File: src/rtl/utim64_irq_ctrl_pkg.sv
// ============================================================================
// Module  : utim64_irq_ctrl_pkg
// Purpose : Register map, STAT layout and FSM encoding for the utim64 IRQ
//           front-end.
// Revision: 1.0 - initial release
// ============================================================================
`default_nettype none

package utim64_irq_ctrl_pkg;

    localparam logic [1:0] UTIM64_IRQ_MASK = 2'd0;
    localparam logic [1:0] UTIM64_IRQ_PEND = 2'd1;
    localparam logic [1:0] UTIM64_IRQ_STAT = 2'd2;
    localparam logic [1:0] UTIM64_IRQ_OVF  = 2'd3;

    localparam int UTIM64_IRQ_STAT_VALID_BIT = 0;
    localparam int UTIM64_IRQ_STAT_NUM_LSB   = 8;

    typedef enum logic [0:0] {
        IDLE  = 1'b0,
        ISSUE = 1'b1
    } irq_state_t;

endpackage

`default_nettype wire

File: src/rtl/utim64_irq_prienc.sv
// ============================================================================
// Module  : utim64_irq_prienc
// Purpose : Combinational lowest-index-wins priority encoder.
// Revision: 1.0 - initial release
// ============================================================================
`default_nettype none

module utim64_irq_prienc #(
    parameter int P_CH    = 4,
    parameter int P_NUM_W = 2
) (
    input  logic [P_CH-1:0]    iVEC,
    output logic               oFOUND,
    output logic [P_NUM_W-1:0] oIDX
);

    // Scanning downward lets the lowest set bit overwrite any higher one.
    always_comb begin
        oFOUND = 1'b0;
        oIDX   = '0;
        for (int i = P_CH - 1; i >= 0; i--) begin
            if (iVEC[i]) begin
                oFOUND = 1'b1;
                oIDX   = P_NUM_W'(i);
            end
        end
    end

endmodule

`default_nettype wire

File: src/rtl/utim64_irq_ctrl.sv
// ============================================================================
// Module  : utim64_irq_ctrl
// Purpose : Edge-detects utim64 comparator IRQs into sticky pending bits and
//           delivers them one at a time over a valid/ack handshake.
//           Optional lost-event counters: define UTIM64_IRQ_OVF_CNT_EN.
// Revision: 1.0 - initial release
// ============================================================================
`default_nettype none

module utim64_irq_ctrl
    import utim64_irq_ctrl_pkg::*;
#(
    parameter int P_CH    = 4,
    parameter int P_NUM_W = 2,
    parameter int P_OVF_W = 8
) (
    input  logic               iCLOCK,
    input  logic               iRESET,
    input  logic [P_CH-1:0]    iTIMER_IRQ,
    input  logic               iREQ_VALID,
    input  logic               iREQ_RW,
    input  logic [1:0]         iREQ_ADDR,
    input  logic [31:0]        iREQ_DATA,
    output logic               oREQ_VALID,
    output logic [31:0]        oREQ_DATA,
    output logic               oIRQ_VALID,
    output logic [P_NUM_W-1:0] oIRQ_NUM,
    input  logic               iIRQ_ACK
);

    logic [P_CH-1:0]    r_prev;
    logic [P_CH-1:0]    r_pend;
    logic [P_CH-1:0]    r_mask;
    irq_state_t         r_state;
    logic               r_irq_valid;
    logic [P_NUM_W-1:0] r_irq_num;
    logic               r_rd_valid;
    logic [31:0]        r_rd_data;

    logic [P_CH-1:0]    w_event;
    logic [P_CH-1:0]    w_ack_clr;
    logic [P_CH-1:0]    w_w1c;
    logic               w_rd;
    logic               w_wr;
    logic               w_found;
    logic [P_NUM_W-1:0] w_idx;
    logic [31:0]        w_stat;
    logic [31:0]        w_ovf_rd;
    logic [31:0]        w_rd_mux;
    logic               w_unused_data;

    assign w_event       = iTIMER_IRQ & ~r_prev;
    assign w_rd          = iREQ_VALID & ~iREQ_RW;
    assign w_wr          = iREQ_VALID & iREQ_RW;
    assign w_w1c         = (w_wr && iREQ_ADDR == UTIM64_IRQ_PEND) ? iREQ_DATA[P_CH-1:0] : '0;
    assign w_unused_data = ^iREQ_DATA[31:P_CH];

    always_comb begin
        w_ack_clr = '0;
        if (r_state == ISSUE && iIRQ_ACK)
            w_ack_clr[r_irq_num] = 1'b1;
    end

    utim64_irq_prienc #(
        .P_CH    (P_CH),
        .P_NUM_W (P_NUM_W)
    ) u_prienc (
        .iVEC   (r_pend & r_mask),
        .oFOUND (w_found),
        .oIDX   (w_idx)
    );

    always_comb begin
        w_stat = '0;
        w_stat[UTIM64_IRQ_STAT_VALID_BIT] = r_irq_valid;
        w_stat[UTIM64_IRQ_STAT_NUM_LSB +: P_NUM_W] = r_irq_num;
    end

`ifdef UTIM64_IRQ_OVF_CNT_EN
    logic [P_OVF_W-1:0] r_ovf [P_CH];
    logic               w_ovf_clr;

    assign w_ovf_clr = w_wr && (iREQ_ADDR == UTIM64_IRQ_OVF);

    // A lost event is a new edge on a channel whose pending bit is still set.
    always_ff @(posedge iCLOCK or posedge iRESET) begin
        if (iRESET) begin
            for (int i = 0; i < P_CH; i++) r_ovf[i] <= '0;
        end else if (w_ovf_clr) begin
            for (int i = 0; i < P_CH; i++) r_ovf[i] <= '0;
        end else begin
            for (int i = 0; i < P_CH; i++)
                if (w_event[i] && r_pend[i] && r_ovf[i] != '1)
                    r_ovf[i] <= r_ovf[i] + 1'b1;
        end
    end

    always_comb begin
        w_ovf_rd = '0;
        for (int i = 0; i < P_CH; i++)
            w_ovf_rd[i*P_OVF_W +: P_OVF_W] = r_ovf[i];
    end
`else
    logic [P_OVF_W-1:0] w_unused_ovf;
    assign w_unused_ovf = '0;
    assign w_ovf_rd     = '0;
`endif

    always_comb begin
        case (iREQ_ADDR)
            UTIM64_IRQ_MASK: w_rd_mux = 32'(r_mask);
            UTIM64_IRQ_PEND: w_rd_mux = 32'(r_pend);
            UTIM64_IRQ_STAT: w_rd_mux = w_stat;
            default:         w_rd_mux = w_ovf_rd;
        endcase
    end

    // Pending: a fresh edge always beats either clear source.
    always_ff @(posedge iCLOCK or posedge iRESET) begin
        if (iRESET) begin
            r_prev     <= '0;
            r_pend     <= '0;
            r_mask     <= '0;
            r_rd_valid <= 1'b0;
            r_rd_data  <= '0;
        end else begin
            r_prev     <= iTIMER_IRQ;
            r_pend     <= (r_pend & ~(w_ack_clr | w_w1c)) | w_event;
            r_rd_valid <= w_rd;
            if (w_wr && iREQ_ADDR == UTIM64_IRQ_MASK)
                r_mask <= iREQ_DATA[P_CH-1:0];
            if (w_rd)
                r_rd_data <= w_rd_mux;
        end
    end

    always_ff @(posedge iCLOCK or posedge iRESET) begin
        if (iRESET) begin
            r_state     <= IDLE;
            r_irq_valid <= 1'b0;
            r_irq_num   <= '0;
        end else begin
            case (r_state)
                IDLE: begin
                    if (w_found) begin
                        r_irq_num   <= w_idx;
                        r_irq_valid <= 1'b1;
                        r_state     <= ISSUE;
                    end
                end
                ISSUE: begin
                    if (iIRQ_ACK) begin
                        r_irq_valid <= 1'b0;
                        r_state     <= IDLE;
                    end
                end
                default: begin
                    r_irq_valid <= 1'b0;
                    r_state     <= IDLE;
                end
            endcase
        end
    end

    assign oREQ_VALID = r_rd_valid;
    assign oREQ_DATA  = r_rd_data;
    assign oIRQ_VALID = r_irq_valid;
    assign oIRQ_NUM   = r_irq_num;

endmodule

`default_nettype wire
File: config.mk
export PLATFORM = sky130hd
export DESIGN_NAME = utim64_irq_ctrl
export DESIGN_NICKNAME = d
export VERILOG_FILES = /design/src/rtl/utim64_irq_ctrl_pkg.sv /design/src/rtl/utim64_irq_prienc.sv /design/src/rtl/utim64_irq_ctrl.sv
export SDC_FILE = /design/constraint.sdc
export NUM_CORES = 1
export LEC_CHECK = 0
export CORE_UTILIZATION = 32
export CTS_CLUSTER_DIAMETER = 150
export CTS_CLUSTER_SIZE = 8
export DETAILED_ROUTE_END_ITERATION = 12
export GPL_ROUTABILITY_DRIVEN = 0
export PLACE_DENSITY = 0.75
export SLEW_MARGIN = 25
export SYNTH_ARGS = -nofsm -noshare
export SYNTH_HDL_FRONTEND = slang
export SYNTH_SLANG_ARGS = --single-unit
export TNS_END_PERCENT = 10
File: constraint.sdc
create_clock -name iCLOCK -period 1.16 [get_ports iCLOCK]
set_input_delay 0.29 -clock iCLOCK [delete_from_list [all_inputs] [get_ports iCLOCK]]
set_output_delay 0.29 -clock iCLOCK [all_outputs]
set_load 0.01 [all_outputs]
**After elaboration in Yosys (flattened, before gate mapping)**

Cells that the tools add are included.

- Order comparisons: 2
- Eq/ne operators: 4
- Muxes and demuxes: 19
- Bitwise logic cells: 11
- Reductions and logical operators: 7

Operator list:

| operator | number |
|---|---|
| 10-bit case mux with 3 select lines | 1 |
| 4-bit AND | 3 |
| 1-bit two-way mux | 9 |
| 2-bit two-way mux | 4 |
| 4-bit two-way mux | 2 |
| 4-bit NOT | 2 |
| 4-bit OR | 2 |
| 1-bit logical AND | 4 |
| 1-bit case mux with 2 select lines | 2 |
| 2-bit AND reduction | 2 |
| 2-bit by 3-bit less-than comparator with 1-bit output, second input constant | 1 |
| 1-bit AND | 2 |
| 1-bit demux with 2-bit select | 1 |
| 2-bit by 1-bit == test with 1-bit output, second input constant | 1 |
| 2-bit == test, second input constant | 1 |
| 2-bit by 1-bit >= comparator with 1-bit output, second input constant | 1 |
| 2-bit logical NOT | 1 |
| 2-bit by 1-bit != test with 1-bit output, second input constant | 1 |
| 2-bit != test, second input constant | 1 |
| 1-bit NOT | 2 |

- Bits in registers: 49
- Bits of input ports: 43
- Output and inout port bits: 36
- Word-level logic and storage cells: 51

**Logic depth before layout (Yosys ltp)**

- Depth after elaboration: 9
- Gate-level depth with buffers: 4
- Mapped depth without buffers: 3

**Hierarchy**

A second synthesis with hierarchy kept.

- Cell total of the unflattened synthesis: 113
- Area total of the unflattened synthesis: 1208.7 µm²

Modules (own cells, without submodules):

| module | times used | cells an instance | area an instance (µm²) | sequential area each (µm²) |
|---|---|---|---|---|
| utim64_irq_ctrl | 1 | 106 | 1173.6 | 575.6 |
| utim64_irq_prienc | 1 | 7 | 35.0 | 0.0 |

**Worst setup path before layout**

OpenSTA, ideal clock, no wires.

- Path type: flip-flop to flip-flop
- From: register r_irq_num[0] (netlist: oIRQ_NUM[0])
- To: register r_pend[0]
- Library setup time: 0.122 ns
- Data arrival time: 1.054 ns
- Required time: 1.038 ns
- Path slack: -0.015 ns
- Stages on the path, launching flop included: 3
- Path buffers: 0
- Period minus slack after synthesis: 1.175 ns
- Cell sequence: dfrtp_1 > or3_1 > a32o_1

- Longest elaborated chain between the ends: 9
- Elaborated cells between the ends (all ways): 10
- Those cells by class: 2 x order compare; 3 x mux; 4 x bitwise; 1 x reduce/logical

Ends and longest elaborated chain:

| item | line | source |
|---|---|---|
| start, declared | utim64_irq_ctrl.sv:36 | `logic [P_NUM_W-1:0] r_irq_num;` |
| start signal, assigned | utim64_irq_ctrl.sv:146 | `r_irq_num <= w_idx;` |
| 2-bit by 3-bit less-than comparator with 1-bit output (implied by the code) / 2-bit by 1-bit >= comparator with 1-bit output (equally long branches) | utim64_irq_ctrl.sv:61 | `w_ack_clr[r_irq_num] = 1'b1;` |
| 1-bit logical AND (implied by the code) | utim64_irq_ctrl.sv:61 |  |
| 1-bit two-way mux (implied by the code) | utim64_irq_ctrl.sv:61 |  |
| 1-bit demux with 2-bit select * | utim64_irq_ctrl.sv:61 |  |
| 4-bit two-way mux * | utim64_irq_ctrl.sv:60 | `if (r_state == ISSUE && iIRQ_ACK)` |
| 4-bit OR * | utim64_irq_ctrl.sv:128 | `r_pend <= (r_pend & ~(w_ack_clr \| w_w1c)) \| w_event;` |
| 4-bit NOT * | utim64_irq_ctrl.sv:128 |  |
| 4-bit AND * | utim64_irq_ctrl.sv:128 |  |
| 4-bit OR * | utim64_irq_ctrl.sv:128 |  |
| end signal, assigned | utim64_irq_ctrl.sv:128 |  |
| end, declared | utim64_irq_ctrl.sv:32 | `logic [P_CH-1:0] r_pend;` |

Every way passes the cells marked *; elsewhere a longest branch is shown, timed or not.
A chain may end at the register's enable or synchronous reset.

**Worst setup path in the final report**

Ends and elaborated chain as after synthesis.

==> results.json <==
{
  "required_ps": 1310,
  "synth_area_per_cell_sq_um": 10.71,
  "rsz0062_at_grt": "yes",
  "ir_worst_vdd_mv": 0.5574,
  "status": "finished with violations",
  "firstDrtPassIters": 4,
  "leakagePower_nw": 0.7601,
  "cp-end-kind": "register",
  "p_per_area_mw_per_mm2": 1787,
  "synthCells": 113,
  "fin_skew_ps": 3.710,
  "min_period_ps": 1172,
  "ant_nets": 0,
  "violations": "setup timing",
  "reg2reg_depth": 2,
  "crit_fanout": 3,
  "hold_viol": 0,
  "final_area_sq_mm": 0.001539,
  "antenna_found_initial": 0,
  "rows": 21,
  "cts_buffer_depth": 2,
  "clkLatencyLatePin_ps": 270,
  "avgViaCountPerCell": 4.392,
  "ys_seq_area_frac": 0.4757,
  "grt_util_met3": 0.02899,
  "core-area_sq_mm": 0.003468,
  "synth_top_area_cell": "dfrtp_1",
  "yosys_most_used_dff": "dfrtp_1",
  "grt_busiest_layer": "met2",
  "drt-initial-drc-count": 17,
  "gr-usage-all-layers": 0.1267,
  "grtUsageMet1": 0.1357,
  "holdBufCountCts": 0,
  "period_share": 1.010,
  "area_growth_pct": 27.20,
  "initial_core_util": 0.3488,
  "clock.fmax_ghz": 0.8532,
  "drive_above_1_share": 0.2745,
  "io_buffers": 24,
  "grt_pass1_vias": 852,
  "worstSetupPathType": "reg -> reg",
  "r2r_setup_slack_ps": -10,
  "synth_cell_type_count": 33,
  "die_w_um": 63.49,
  "setup_violations": 1,
  "min_path_type": "in -> async",
  "setup_slack_ps": -12.08,
  "arrival_ps": 1320,
  "r2r-end": "r_pend[0]",
  "cts.sinks": 23,
  "grt_max_degree": 24,
  "cts_buffers": 3,
  "r2r-start": "oIRQ_NUM[0]",
  "num_vias": 874,
  "whs_ps": 344.8,
  "die_area_sq_mm": 0.004031,
  "synthArstFlopShare": 1.000,
  "die_h_um": 63.49,
  "cts_root_buf": "clkbuf_8",
  "ys_top_cells_by_area": "dfrtp_1 (48%), buf_4 (17%), mux2_2 (4.7%)",
  "grt_use_met2": 0.2247,
  "remaining_drc_errors": 0,
  "dpl.hpwl_um": 1915,
  "n_antenna_cell": 0,
  "fillCellCount": 354,
  "cts_tree": "yes",
  "io_pins": 79,
  "syn_area_sq_mm": 0.001210,
  "ys_seq_elements": 23,
  "yosys_warnings": 0,
  "wire_per_inst_um": 11.99,
  "startpoint_type": "register",
  "clk_transition_reported_paths_ps": 80,
  "synth_edf_count": 0,
  "htreeDepth": 1,
  "grt.overflow.total": 0,
  "layout.nets": 197,
  "placed_cell_area_sq_mm": 0.001509,
  "wl_um": 2386,
  "grt_pass1_wl_um": 3857,
  "netlist.area_leader.share": 0.4757,
  "slew_violations": 0,
  "drv_cap": 0
}
[timing repair]
action | CTS | global route
endpoints found under the setup margin | 24 | 8
setup buffers | 1 | 0
pin swaps | 2 | 2
resized for setup | 50 | 1
cloned | 0 | 0
[layout by cell type, fill, tap and decap left out, types with 2 or more instances in the layout]
cell and count:
conb_1 26, dfrtp_1 22, buf_4 15, nand2_1 10
clkdlybuf4s50_1 9, buf_2 9, inv_1 7, o21ai_0 5
dlygate4sd2_1 5, mux2_4 4, mux2i_1 4, a32o_1 3
clkbuf_8 3, a22o_1 2, nand3_1 2, a21oi_1 2
[layer usage]
metal  wire (um)  up-vias  share of wire
met1         937      424           0.39
met4          57        0          0.024
met2        1252       32           0.52
met3         139        6          0.058
li1            -      412              -
met5           0        -              0
[worst max-delay path by stage]
stage / start / to / slack, ps / depth (start not counted)
global placement: iREQ_ADDR[0] / r_pend[3] / -470 / 4
finish: oIRQ_NUM[0] / r_pend[0] / -10 / 2
floorplan: oIRQ_NUM[0] / r_pend[0] / -3 / 2
detailed placement: iREQ_ADDR[0] / r_pend[0] / -530 / 4
CTS: oIRQ_NUM[0] / r_pend[0] / -10 / 2
global route: oIRQ_NUM[0] / r_pend[0] / -40 / 2
[worst max-delay path, stage by stage (launching register included)]
cell     delay [ps]
dfrtp_2         410
or3_4           390
a32o_1          260
[kinds of logic after synthesis]
group / count (synthesis) / share of synthesized area
buf+inv: 36 / 0.2027
simple gates: 25 / 0.1221
flops: 23 / 0.4757
compound gates: 19 / 0.1169
mux: 9 / 0.07963
other cells: 1 / 0.003099
[stage by stage]
stage                     setup TNS (ps)  std cells  setup WS (ps)    util  power [mW]
after global routing              -47.01        199         -44.87  0.4437       2.933
after detailed placement           -6738        194         -531.2  0.4351       2.333
after global placement             -6052        194         -470.9  0.4351       2.279
after CTS                         -9.726        199         -9.726  0.4423       2.761
final                             -12.08        199         -12.08  0.4437       2.750
after floorplan                   -3.280        138         -3.280       -       1.812
[layout make-up]
class / count / area, sq um / share of cell area
sequential: 23 / 576.8 / 0.3748
tap: 46 / 57.56 / 0.03740
clock buffer: 4 / 45.04 / 0.02927
timing repair buffer: 40 / 321.6 / 0.2089
inverter: 7 / 26.28 / 0.01707
multi-input combinational: 79 / 511.7 / 0.3325
[Yosys cell counts, drive strengths merged (2+ instances only)]
library cell,number
o21ai,5
a32o,3
nand3,2
buf,29
mux2i,4
a21oi,2
dfrtp,23
mux2,5
a22o,3
nand2,12
inv,7
[registers in the layout, indices dropped and copies added, names as in the netlist]
signal      flops
oIRQ_VALID      1
r_pend          4
r_state         1
oREQ_DATA       6
oIRQ_NUM        2
r_mask          4
r_prev          4
oREQ_VALID      1
[where the power goes]
group / total (mW) / switching [mW] / internal, mW / leakage (nW)
clock network: 0.492 / 0.247 / 0.245 / 0.0228
registers: 1.20 / 0.178 / 1.02 / 0.272
logic: 1.06 / 0.484 / 0.574 / 0.465
total: 2.75 / 0.909 / 1.84 / 0.760
(Power assumes the default switching activity.)
